### src/rtl/usr_pkg.sv
// rtl/usr_pkg.sv - shared mode codes, state encoding and default width for the serial tx slice
package usr_pkg;

    localparam int DEF_DATA_WIDTH = 4;

    localparam logic [1:0] SEL_HOLD = 2'b00;
    localparam logic [1:0] SEL_SHR  = 2'b01;
    localparam logic [1:0] SEL_SHL  = 2'b10;
    localparam logic [1:0] SEL_LOAD = 2'b11;

    typedef enum logic [1:0] {
        ST_IDLE  = 2'b00,
        ST_LOAD  = 2'b01,
        ST_SHIFT = 2'b10,
        ST_DONE  = 2'b11
    } state_t;

endpackage

### src/rtl/usr_serial_tx_ctrl_if.sv
// rtl/usr_serial_tx_ctrl_if.sv - word/serial handshakes plus shift register control bundle
interface usr_serial_tx_ctrl_if import usr_pkg::*; #(
    parameter int DATA_WIDTH = DEF_DATA_WIDTH,
    parameter int SEL_WIDTH  = 2
);
    logic                  s_valid;
    logic                  s_ready;
    logic [DATA_WIDTH-1:0] s_data;
    logic                  s_msb_first;
    logic                  s_fill;
    logic [DATA_WIDTH-1:0] q_in;
    logic [SEL_WIDTH-1:0]  sel_mux;
    logic [DATA_WIDTH-1:0] in_data;
    logic                  sr;
    logic                  sl;
    logic                  ser_out;
    logic                  ser_valid;
    logic                  ser_ready;
    logic                  busy;
    logic                  done;

    modport slave (
        input  s_valid, s_data, s_msb_first, s_fill, q_in, ser_ready,
        output s_ready, sel_mux, in_data, sr, sl, ser_out, ser_valid, busy, done
    );

    modport master (
        output s_valid, s_data, s_msb_first, s_fill, q_in, ser_ready,
        input  s_ready, sel_mux, in_data, sr, sl, ser_out, ser_valid, busy, done
    );

endinterface

### src/rtl/usr_serial_tx_ctrl.sv
// rtl/usr_serial_tx_ctrl.sv - loads words into the universal shift register and streams them out serially
module usr_serial_tx_ctrl import usr_pkg::*; #(
    parameter int DATA_WIDTH = DEF_DATA_WIDTH,
    parameter int SEL_WIDTH  = 2,
    parameter int CNT_WIDTH  = 3
) (
    input  logic              i_clk,
    input  logic              clr,
    usr_serial_tx_ctrl_if.slave bus
);

    state_t                r_state;
    state_t                w_next;
    logic [DATA_WIDTH-1:0] r_word;
    logic                  r_msb;
    logic                  r_fill;
    logic [CNT_WIDTH-1:0]  r_cnt;

    logic                  w_accept;
    logic                  w_shift;
    logic                  w_last;
    logic [SEL_WIDTH-1:0]  w_sel;
    logic [DATA_WIDTH-1:0] w_in_data;
    logic                  w_sr;
    logic                  w_sl;

    assign w_accept = (r_state == ST_IDLE) && bus.s_valid;
    assign w_shift  = (r_state == ST_SHIFT) && bus.ser_ready;
    assign w_last   = (r_cnt == CNT_WIDTH'(DATA_WIDTH - 1));

    always_ff @(posedge i_clk or negedge clr) begin
        if (!clr) begin
            r_state <= ST_IDLE;
        end else begin
            r_state <= w_next;
        end
    end

    // Direction and fill are frozen at capture so mid-word input changes cannot corrupt the stream.
    always_ff @(posedge i_clk or negedge clr) begin
        if (!clr) begin
            r_word <= '0;
            r_msb  <= 1'b0;
            r_fill <= 1'b0;
            r_cnt  <= '0;
        end else if (w_accept) begin
            r_word <= bus.s_data;
            r_msb  <= bus.s_msb_first;
            r_fill <= bus.s_fill;
            r_cnt  <= '0;
        end else if (w_shift) begin
            r_cnt  <= r_cnt + CNT_WIDTH'(1);
        end
    end

    always_comb begin
        w_next = r_state;
        case (r_state)
            ST_IDLE:  if (bus.s_valid) w_next = ST_LOAD;
            ST_LOAD:  w_next = ST_SHIFT;
            ST_SHIFT: if (bus.ser_ready && w_last) w_next = ST_DONE;
            ST_DONE:  w_next = ST_IDLE;
            default:  w_next = ST_IDLE;
        endcase
    end

    always_comb begin
        w_sel     = SEL_WIDTH'(SEL_HOLD);
        w_in_data = '0;
        w_sr      = 1'b0;
        w_sl      = 1'b0;
        case (r_state)
            ST_LOAD: begin
                w_sel     = SEL_WIDTH'(SEL_LOAD);
                w_in_data = r_word;
            end
            ST_SHIFT: begin
                if (bus.ser_ready) begin
                    w_sel = r_msb ? SEL_WIDTH'(SEL_SHL) : SEL_WIDTH'(SEL_SHR);
                    w_sr  = r_msb ? 1'b0 : r_fill;
                    w_sl  = r_msb ? r_fill : 1'b0;
                end
            end
            default: ;
        endcase
    end

    assign bus.sel_mux   = w_sel;
    assign bus.in_data   = w_in_data;
    assign bus.sr        = w_sr;
    assign bus.sl        = w_sl;
    assign bus.s_ready   = (r_state == ST_IDLE);
    assign bus.busy      = (r_state != ST_IDLE);
    assign bus.ser_valid = (r_state == ST_SHIFT);
    assign bus.done      = (r_state == ST_DONE);
    assign bus.ser_out   = r_msb ? bus.q_in[DATA_WIDTH-1] : bus.q_in[0];

endmodule
### src/flat_wrapper.sv
// flat-port wrapper written by rule: the top's interface ports become plain ports
module usr_serial_tx_ctrl_flat import usr_pkg::*;
#(
    parameter int DATA_WIDTH = DEF_DATA_WIDTH,
    parameter int SEL_WIDTH  = 2,
    parameter int CNT_WIDTH  = 3
)
  (i_clk, clr, bus_s_valid, bus_s_data, bus_s_msb_first, bus_s_fill, bus_q_in, bus_ser_ready, bus_s_ready, bus_sel_mux, bus_in_data, bus_sr, bus_sl, bus_ser_out, bus_ser_valid, bus_busy, bus_done);
  usr_serial_tx_ctrl_if #(.DATA_WIDTH(DATA_WIDTH), .SEL_WIDTH(SEL_WIDTH)) bus_i ();
  input  logic i_clk;
  input  logic clr;
  input wire logic [$bits(bus_i.s_valid)-1:0] bus_s_valid;
  input wire logic [$bits(bus_i.s_data)-1:0] bus_s_data;
  input wire logic [$bits(bus_i.s_msb_first)-1:0] bus_s_msb_first;
  input wire logic [$bits(bus_i.s_fill)-1:0] bus_s_fill;
  input wire logic [$bits(bus_i.q_in)-1:0] bus_q_in;
  input wire logic [$bits(bus_i.ser_ready)-1:0] bus_ser_ready;
  output wire logic [$bits(bus_i.s_ready)-1:0] bus_s_ready;
  output wire logic [$bits(bus_i.sel_mux)-1:0] bus_sel_mux;
  output wire logic [$bits(bus_i.in_data)-1:0] bus_in_data;
  output wire logic [$bits(bus_i.sr)-1:0] bus_sr;
  output wire logic [$bits(bus_i.sl)-1:0] bus_sl;
  output wire logic [$bits(bus_i.ser_out)-1:0] bus_ser_out;
  output wire logic [$bits(bus_i.ser_valid)-1:0] bus_ser_valid;
  output wire logic [$bits(bus_i.busy)-1:0] bus_busy;
  output wire logic [$bits(bus_i.done)-1:0] bus_done;
  assign bus_i.s_valid = bus_s_valid;
  assign bus_i.s_data = bus_s_data;
  assign bus_i.s_msb_first = bus_s_msb_first;
  assign bus_i.s_fill = bus_s_fill;
  assign bus_i.q_in = bus_q_in;
  assign bus_i.ser_ready = bus_ser_ready;
  assign bus_s_ready = bus_i.s_ready;
  assign bus_sel_mux = bus_i.sel_mux;
  assign bus_in_data = bus_i.in_data;
  assign bus_sr = bus_i.sr;
  assign bus_sl = bus_i.sl;
  assign bus_ser_out = bus_i.ser_out;
  assign bus_ser_valid = bus_i.ser_valid;
  assign bus_busy = bus_i.busy;
  assign bus_done = bus_i.done;
  usr_serial_tx_ctrl #(.DATA_WIDTH(DATA_WIDTH), .SEL_WIDTH(SEL_WIDTH), .CNT_WIDTH(CNT_WIDTH)) u_core (.i_clk(i_clk), .clr(clr), .bus(bus_i));
endmodule
### config.mk
export PLATFORM = sky130hd
export DESIGN_NAME = usr_serial_tx_ctrl_flat
export DESIGN_NICKNAME = d
export VERILOG_FILES = /design/src/rtl/usr_pkg.sv /design/src/rtl/usr_serial_tx_ctrl_if.sv /design/src/rtl/usr_serial_tx_ctrl.sv /design/src/flat_wrapper.sv
export SDC_FILE = /design/constraint.sdc
export NUM_CORES = 1
export LEC_CHECK = 0
export BUFFER_PORTS_ARGS = -buffer_cell sky130_fd_sc_hd__clkbuf_2
export CAP_MARGIN = 25
export CORE_MARGIN = 2
export CORE_UTILIZATION = 30
export DETAILED_ROUTE_END_ITERATION = 10
export SETUP_SLACK_MARGIN = 0.05
export SLEW_MARGIN = 5
export SYNTH_ARGS = -nofsm -noshare
export SYNTH_HDL_FRONTEND = slang
export SYNTH_SLANG_ARGS = --single-unit
### constraint.sdc
create_clock -name i_clk -period 1.85 [get_ports i_clk]
set_clock_uncertainty 0.15 [all_clocks]
set_input_delay 0.37 -clock i_clk [delete_from_list [all_inputs] [get_ports i_clk]]
set_output_delay 0.37 -clock i_clk [all_outputs]
set_load 0.01 [all_outputs]
==> reports/metrics.yaml <==
placement:
  port_buffers: 24
  gp_congestion: 0.675
  dpl_cell_area_um2: 782
  dp_hpwl_um: 915
  pre_cts_slack_ps: 167
worst_setup_path:
  startpoint_type: "flop"
  critPathKind: "reg2out"
  cp.required_ps: 1330
  crit_fanout: 6
  arrival_ps: 1320
  end_kind: "output pin"
synth:
  synth.avg_cell_area_um2: 12.2
  synth_top_cell_area_share_pct: 45.3
  yosysWarnings: 0
  syn_nets: 70
  yosysSeqAreaShare_pct: 45.3
  ys_types: 20
  syn_inst: 50
  synth_area_leaders: "dfrtp_1 45%, mux2_2 13%, ha_1 12%"
  synth_seq_cells: 11
  synth_top_cell_by_area: "dfrtp_1"
  netlist_area_um2: 608
timing:
  finalCriticalPeriod_ps: 1840
  drv_slew: 0
  slew_headroom_pct: 81.1
  rsz0062_at_grt: "yes"
  hold_viol: 0
  fmax_mhz: 542
  setup_viol: 0
  timing.final.ws_setup_ps: 5.91
  timing.final.crit_share_pct: 99.7
  tightest_slew_ps: 283
global_routing:
  grt_pass1_wl_um: 2170
  grt_antenna_before_repair: 0
  grt_use_total_pct: 12.0
  grt_max_degree: 12
  grt_pass1_vias: 494
  gr-total-overflow: 0
drt:
  routed_wl_um: 1250
  drt_pass1_iterations: 4
  drtIter0Drc: 2
  route.detailed.drc: 0
  post_drt_wl_per_cell_um: 11.1
  avgViaCountPerCell: 4.33
  antenna_left: 0
  vias: 489
clocking:
  cts_sinks: 11
  cts_buffers: 3
  clock_latency_ps: 270
  cts_tree: "built"
  clk_pin_slew_ps: 70
  clock_tree.buffer_depth: 2
  clock-root-buffer: "clkbuf_4"
  htree_levels: 1
job:
  cap_viol_max_count: 0
cells_and_area:
  drive_above_1_share_pct: 67.4
  mostFrequentLayoutCell: "clkbuf_2"
  layout_common_cells: "18 x clkbuf_2, 10 x dfrtp_1, 7 x mux2_2"
  diodes: 0
  postLayoutCellArea_um2: 935
  syn_to_final_growth_pct: 53.7
  final_nets: 107
die:
  io_pins: 27
  start_util_pct: 31.3
  die_h_um: 49.0
  die_w_um: 49.0
  core_area_mm2: 0.00194
  placementRows: 16
  die-area_mm2: 0.00240
power_and_ir_drop:
  power.density_mw_per_mm2: 1670
  p_total_mw: 1.56
  ir_drop_uv: 826
  p_leak_nw: 0.469
min_path:
  min_path_type: "in2reg"
run_status:
  run_status: "finished, final reports clean"
## registers in the layout, indices dropped and copies added (netlist names)
signal	flops
u_core.r_word	4
u_core.r_cnt	3
u_core.r_state	2
u_core.r_fill	1
u_core.r_msb	1
## metal layers
metal | track usage [%] | wire length (um) | share of wire (%) | up-vias
met5 | 0 | 0 | 0 | -
met2 | 17.8 | 579 | 46 | 15
met3 | 3.68 | 82 | 6.5 | 4
met4 | 5.71 | 24 | 1.9 | 0
met1 | 15.8 | 568 | 45 | 225
li1 | - | - | - | 245
## synth_stat cells (all sizes together)
cell	number
a31oi	1
mux2i	2
ha	6
o22a	1
nor3b	1
dfrtp	11
nor2b	1
o21a	1
nor2	1
mux2	8
a21oi	2
and4	1
inv	4
and2	5
xor2	1
nand2	3
a2bb2oi	1
## worst max-delay path, cell delays in order (launching register included)
cell	delay (ps)
dfrtp_1	410
buf_6	130
ha_4	170
a31oi_1	150
nor2b_1	60
clkbuf_2	130
## path summary, 6_finish.rpt
check / start / to / depth (start not counted) / slack [ps]
min in group asynchronous: clr / u_core.r_cnt[1] / 2 / 360
worst min register to register: u_core.r_word[1] / u_core.r_word[1] / 1 / 350
worst min-delay path: bus_s_data[2] / u_core.r_word[2] / 2 / 180
worst max-delay path: u_core.r_state[0] / bus_sel_mux[1] / 5 / 6
max in group asynchronous: clr / u_core.r_state[1] / 2 / 950
worst max register to register: u_core.r_state[0] / u_core.r_state[1] / 5 / 300
## stage by stage
step	setup TNS, ps	std cells	util, %	hold WS [ps]
floorplan	0	50	-	-75.6
detailed placement	0	103	40.3	117
global placement	0	103	40.3	113
global route	-275	113	48.1	171
finish	0	113	48.1	176
CTS	-30.1	112	46.2	173
## power breakdown
part | leakage [nW] | internal, mW | switching [mW] | total (mW)
Sequential | 0.133 | 0.364 | 0.0949 | 0.459
Combinational | 0.320 | 0.547 | 0.391 | 0.938
Clock | 0.0150 | 0.0835 | 0.0821 | 0.166
Total | 0.469 | 0.994 | 0.568 | 1.56
## cell families after synthesis
kind of cell / share of synthesized area [%]
mux: 18.7
xor+xnor: 1.44
buf+inv: 2.47
simple gates: 11.7
fa+ha+maj: 12.3
flops: 45.3
compound gates: 8.03
## what timing repair did
item                       CTS  global route
hold buffers                 1             0
setup buffers                4             1
hold endpoints to repair    11             0
setup endpoints to repair    8             9
pin swaps                    2             2
gates resized for setup     10            14
## final cells by class
type,instances,area [um2]
inverter,4,15.0
timing repair buffer,32,205
sequential,11,277
tap,27,33.8
multi-input combinational,35,378
clock buffer,4,26.3
fill,201,1010
(Power assumes the default switching activity.)
